--- src/rtl/mmio_pkg.sv ---
// Shared encodings for the MMIO responder: bus commands, FSM states,
// timer register offsets and TSTAT bit positions.
package mmio_pkg;

  typedef enum logic [1:0] {
    MNONE  = 2'b00,
    MREAD  = 2'b01,
    MWRITE = 2'b10
  } mem_cmd_e;

  typedef enum logic {
    IDLE = 1'b0,
    ACK  = 1'b1
  } state_e;

  localparam logic [1:0] TCOUNT_OFF = 2'd0;
  localparam logic [1:0] TCMP_OFF   = 2'd1;
  localparam logic [1:0] TSTAT_OFF  = 2'd2;

  localparam int unsigned TSTAT_MATCH = 0;
  localparam int unsigned TSTAT_EN    = 1;

endpackage

--- src/rtl/mmio_timer.sv ---
// Compare timer: free-running TCOUNT, TCMP compare value, TSTAT {enable, sticky match}.
// Instantiated by mmio_responder only when MMIO_TIMER_EN is defined.
module mmio_timer
  import mmio_pkg::*;
(
  input  logic        clk,
  input  logic        reset,
  input  logic        wr,
  input  logic [1:0]  offset,
  input  logic [15:0] wdata,
  output logic [15:0] rdata,
  output logic        irq
);

  logic [15:0] tcount;
  logic [15:0] tcmp;
  logic        en;
  logic        match;

  always_ff @(posedge clk or posedge reset) begin
    if (reset) begin
      tcount <= '0;
      tcmp   <= '1;
      en     <= 1'b0;
      match  <= 1'b0;
    end else begin
      if (wr && offset == TCOUNT_OFF)
        tcount <= wdata;
      else if (en)
        tcount <= tcount + 16'd1;

      if (wr && offset == TCMP_OFF)
        tcmp <= wdata;

      if (wr && offset == TSTAT_OFF)
        en <= wdata[TSTAT_EN];

      // Set has priority over a same-cycle W1C
      if (en && tcount == tcmp)
        match <= 1'b1;
      else if (wr && offset == TSTAT_OFF && wdata[TSTAT_MATCH])
        match <= 1'b0;
    end
  end

  always_comb begin
    rdata = '0;
    case (offset)
      TCOUNT_OFF: rdata = tcount;
      TCMP_OFF:   rdata = tcmp;
      TSTAT_OFF: begin
        rdata[TSTAT_MATCH] = match;
        rdata[TSTAT_EN]    = en;
      end
      default:    rdata = '0;
    endcase
  end

  assign irq = match;

endmodule

--- src/rtl/mmio_responder.sv ---
// I/O-region target of the CPU memory bus: LED register, synchronized switches and
// (with MMIO_TIMER_EN defined) a compare timer; one-wait-state mem_ready handshake.
module mmio_responder
  import mmio_pkg::*;
#(
  parameter logic [8:0] LED_ADDR = 9'h100,
  parameter logic [8:0] SW_ADDR  = 9'h140,
  parameter logic [8:0] TMR_ADDR = 9'h180
) (
  input  logic        clk,
  input  logic        reset,
  input  logic [1:0]  mem_cmd,
  input  logic [8:0]  mem_addr,
  input  logic [15:0] write_data,
  input  logic [7:0]  sw_in,
  output logic [15:0] read_data,
  output logic        mem_ready,
  output logic        io_sel,
  output logic [7:0]  led_out,
  output logic        irq
);

  state_e      state;
  state_e      state_next;
  logic        accept;
  logic        is_read;
  logic        is_write;
  logic [7:0]  sw_meta;
  logic [7:0]  sw_sync;
  logic [15:0] rd_mux;
  logic [15:0] tmr_rdata;
  logic        tmr_hit;

  assign is_read  = (mem_cmd == MREAD);
  assign is_write = (mem_cmd == MWRITE);
  assign io_sel   = (is_read || is_write) && mem_addr[8];
  assign tmr_hit  = (mem_addr[8:2] == TMR_ADDR[8:2]);

  always_ff @(posedge clk or posedge reset) begin
    if (reset) state <= IDLE;
    else       state <= state_next;
  end

  always_comb begin
    state_next = state;
    accept     = 1'b0;
    case (state)
      IDLE: if (io_sel) begin
        accept     = 1'b1;
        state_next = ACK;
      end
      ACK:     state_next = IDLE;
      default: state_next = IDLE;
    endcase
  end

  // Derived straight from the state flop so a reset during ACK drops it at once
  assign mem_ready = (state == ACK);

  always_ff @(posedge clk or posedge reset) begin
    if (reset) begin
      sw_meta <= '0;
      sw_sync <= '0;
    end else begin
      sw_meta <= sw_in;
      sw_sync <= sw_meta;
    end
  end

  always_ff @(posedge clk or posedge reset) begin
    if (reset) begin
      read_data <= '0;
      led_out   <= '0;
    end else if (accept) begin
      read_data <= is_read ? rd_mux : '0;
      if (is_write && mem_addr == LED_ADDR)
        led_out <= write_data[7:0];
    end
  end

  always_comb begin
    rd_mux = '0;
    if (mem_addr == LED_ADDR)
      rd_mux = {8'b0, led_out};
    else if (mem_addr == SW_ADDR)
      rd_mux = {8'b0, sw_sync};
    else if (tmr_hit)
      rd_mux = tmr_rdata;
  end

`ifdef MMIO_TIMER_EN
  logic tmr_wr;
  assign tmr_wr = accept && is_write && tmr_hit;

  mmio_timer u_timer (
    .clk    (clk),
    .reset  (reset),
    .wr     (tmr_wr),
    .offset (mem_addr[1:0]),
    .wdata  (write_data),
    .rdata  (tmr_rdata),
    .irq    (irq)
  );
`else
  logic [7:0] unused_wdata_hi;
  assign unused_wdata_hi = write_data[15:8];
  assign tmr_rdata       = '0;
  assign irq             = 1'b0;
`endif

endmodule

--- config.mk ---
export PLATFORM = sky130hd
export DESIGN_NAME = mmio_responder
export DESIGN_NICKNAME = d
export VERILOG_FILES = /design/src/rtl/mmio_pkg.sv /design/src/rtl/mmio_timer.sv /design/src/rtl/mmio_responder.sv
export SDC_FILE = /design/constraint.sdc
export NUM_CORES = 1
export LEC_CHECK = 0
export CAP_MARGIN = 20
export CELL_PAD_IN_SITES_DETAIL_PLACEMENT = 0
export CELL_PAD_IN_SITES_GLOBAL_PLACEMENT = 1
export CORE_MARGIN = 4
export CORE_UTILIZATION = 32
export CTS_BUF_LIST = sky130_fd_sc_hd__clkbuf_2 sky130_fd_sc_hd__clkbuf_4 sky130_fd_sc_hd__clkbuf_8
export DETAILED_ROUTE_END_ITERATION = 7
export GPL_TIMING_DRIVEN = 0
export PLACE_DENSITY = 0.92
export SLEW_MARGIN = 10
export SYNTH_ARGS = -nofsm -noshare
export SYNTH_HDL_FRONTEND = slang
export SYNTH_SLANG_ARGS = --single-unit
--- constraint.sdc ---
create_clock -name clk -period 1.4 [get_ports clk]
set_input_delay 0.28 -clock clk [delete_from_list [all_inputs] [get_ports clk]]
set_output_delay 0.28 -clock clk [all_outputs]
set_load 0.1 [all_outputs]
==> impl_metrics.ini <==
[status]
outcome = finished with violations
violations = negative setup slack

[worst_setup_path]
critPathCaptureType = register
reg2reg_from = mem_ready
critPathArrivalTime_ns = 1.73
cp.required_ns = 1.56
start_kind = register
rrSetupSlack_ns = -0.17
worst-path-max-fanout = 8
crit_start = mem_ready
crit_type = reg2reg

[timing]
rsz0062_at_grt = true
clock.fmax_ghz = 0.638
setup_violations = 16
setup_tns_ns = -1.73
finalMaxSlewViolations = 0
fin_crit_sh_pct = 112
skew_ns = 0.00143
hold_violations = 0
worst_pin_slew_ns = 0.644
holdWs_ns = 0.348
fin_crit_ns = 1.57
worst_slack_ns = -0.166
relSlewSlack_pct = 57.0

[placed_design]
place_congestion = 0.664
io_buffer_count = 46
pre_cts_ws_ns = -1.24
post-place-cells = 204
dp_hpwl_um = 2160
dpl_cell_area_um2 = 1940

[clock_network]
root_buffer = clkbuf_8
insertion_delay_ns = 0.28
cts_sinks = 33
cts_buffers = 5
cts_hold_buffers = 0
path_clk_slew_ns = 0.06
ctsLongestPathBuffers = 2
htreeDepth = 2
cts_tree = yes

[synthesis]
avgSynthCellArea_um2 = 13.4
ys_ff_latch = 33
synth_area_um2 = 1330
synth_cells = 99
ys_warn_count = 0
yosysUniqueCellTypes = 17
ys_seq_area_share_pct = 62.3

[cells_and_area]
final_area_um2 = 2060
instances_no_fill = 218
area_growth_pct = 55.3
layout.cells.most_common_list = 32 x dfrtp_1, 21 x clkdlybuf4s50_1, 17 x inv_1
mostFrequentLayoutCell = dfrtp_1
final_layout_size_suffix_gt1_share_pct = 41.7
num_antenna_cells = 0
fin_nets = 206
post-route-util_pct = 51.5

[drt]
met3WireLength_um = 265
drt_wl_total_um = 3070
wl_met2_um = 1730
top_layer = met4
drcViolationCount = 0
met1_length_um = 1040
wl_per_cell_um = 14.1
antenna_left = 0
drt-vias-per-instance = 4.38
dr.pass1.iters = 2
vias = 954
drtIter0Drc = 8

[run]
maxCapViolations = 0

[global_routing]
grt_usage_pct = 12.3
first_global_vias = 1043
grt-ovfl-total = 0
antenna_found_initial = 0
grt_pass1_wl_um = 4860
grt_start_max_net_pins = 20

[power_and_ir_drop]
power.density_nw_per_um2 = 992
power.leakage_nw = 1.03
p_total_mw = 2.04
ir_drop_uv = 654

[min_path]
hp-class = reg2reg
worstHoldStart = sw_meta[4]

[die]
io_pins = 64
die_area_um2 = 5240
start_util_pct = 33.2
die_x_um = 72.4
die_h_um = 72.4
core_um2 = 4000
floorplan.rows = 23
-- state kept, by name, indices dropped and copies added (netlist names) --
register / flops
led_out: 8
mem_ready: 1
sw_meta: 8
sw_sync: 8
read_data: 8
-- cell families (layout without fill, tap and decap cells) --
family                     after synthesis  count (layout)  share of synthesized area (%)
adders and majority gates                2               2                           1.89
muxes                                    9               9                           7.64
other                                    1               9                          0.283
DFF                                     33              33                           62.3
AOI/OAI and AO/OA                        8               8                           5.00
and+or+nand+nor                         18              19                           12.4
buffers and inverters                   28              88                           10.6
-- worst max-delay path: stages (launching register included) --
cell,delay (ns)
dfrtp_4,0.50
nor4b_4,0.31
nand4_4,0.27
mux2_4,0.37
-- timing repair --
action | 4_1_cts | 5_1_grt
endpoints found under the setup margin | 35 | 24
resized for setup | 113 | 12
pin swaps | 6 | 6
gates cloned | 0 | 1
buffers inserted | 6 | 0
hold endpoints to repair | 0 | 0
-- synth_stat cells, drive strengths merged --
cell type  instances  area share, %
o221ai             7            4.6
dfrtp             33             62
mux2               9            7.6
conb               1           0.28
ha                 2            1.9
nand2              8            2.3
nor4               1            1.6
nor4b              2            3.6
buf               10            5.5
nor4bb             1           0.75
o21ai              1           0.38
or3b               1           0.66
nor2b              1           0.47
inv               18            5.1
nand4              4            3.0
-- layout make-up --
cell class                      instances  area, µm²
Fill cell                             362       1940
Sequential cell                        33        830
Timing Repair Buffer                   53        474
Multi-Input combinational cell         47        472
Clock buffer                            6       76.3
Buffer                                  9       67.6
Inverter                               18       67.6
Tap cell                               50       62.6
Clock inverter                          2       10.0
-- layer usage --
metal | up-vias | GRT usage [%]
met2 | 39 | 23.0
met1 | 465 | 12.4
li1 | 445 | -
met4 | 0 | 3.07
met5 | - | 0
met3 | 5 | 5.26
-- report_power, final --
part           internal, mW  switching [mW]  leakage, nW
Sequential            0.982          0.0104        0.422
Combinational         0.136           0.229        0.564
Clock                 0.363           0.322       0.0484
-- final timing paths --
check                             end  depth (start not counted)
max                        led_out[1]                          3
min                        sw_sync[4]                          0
max reg2reg                led_out[1]                          3
min reg2reg                sw_sync[4]                          0
max in group asynchronous   mem_ready                          3
min in group asynchronous  sw_meta[4]                          2
(Power assumes the default switching activity.)
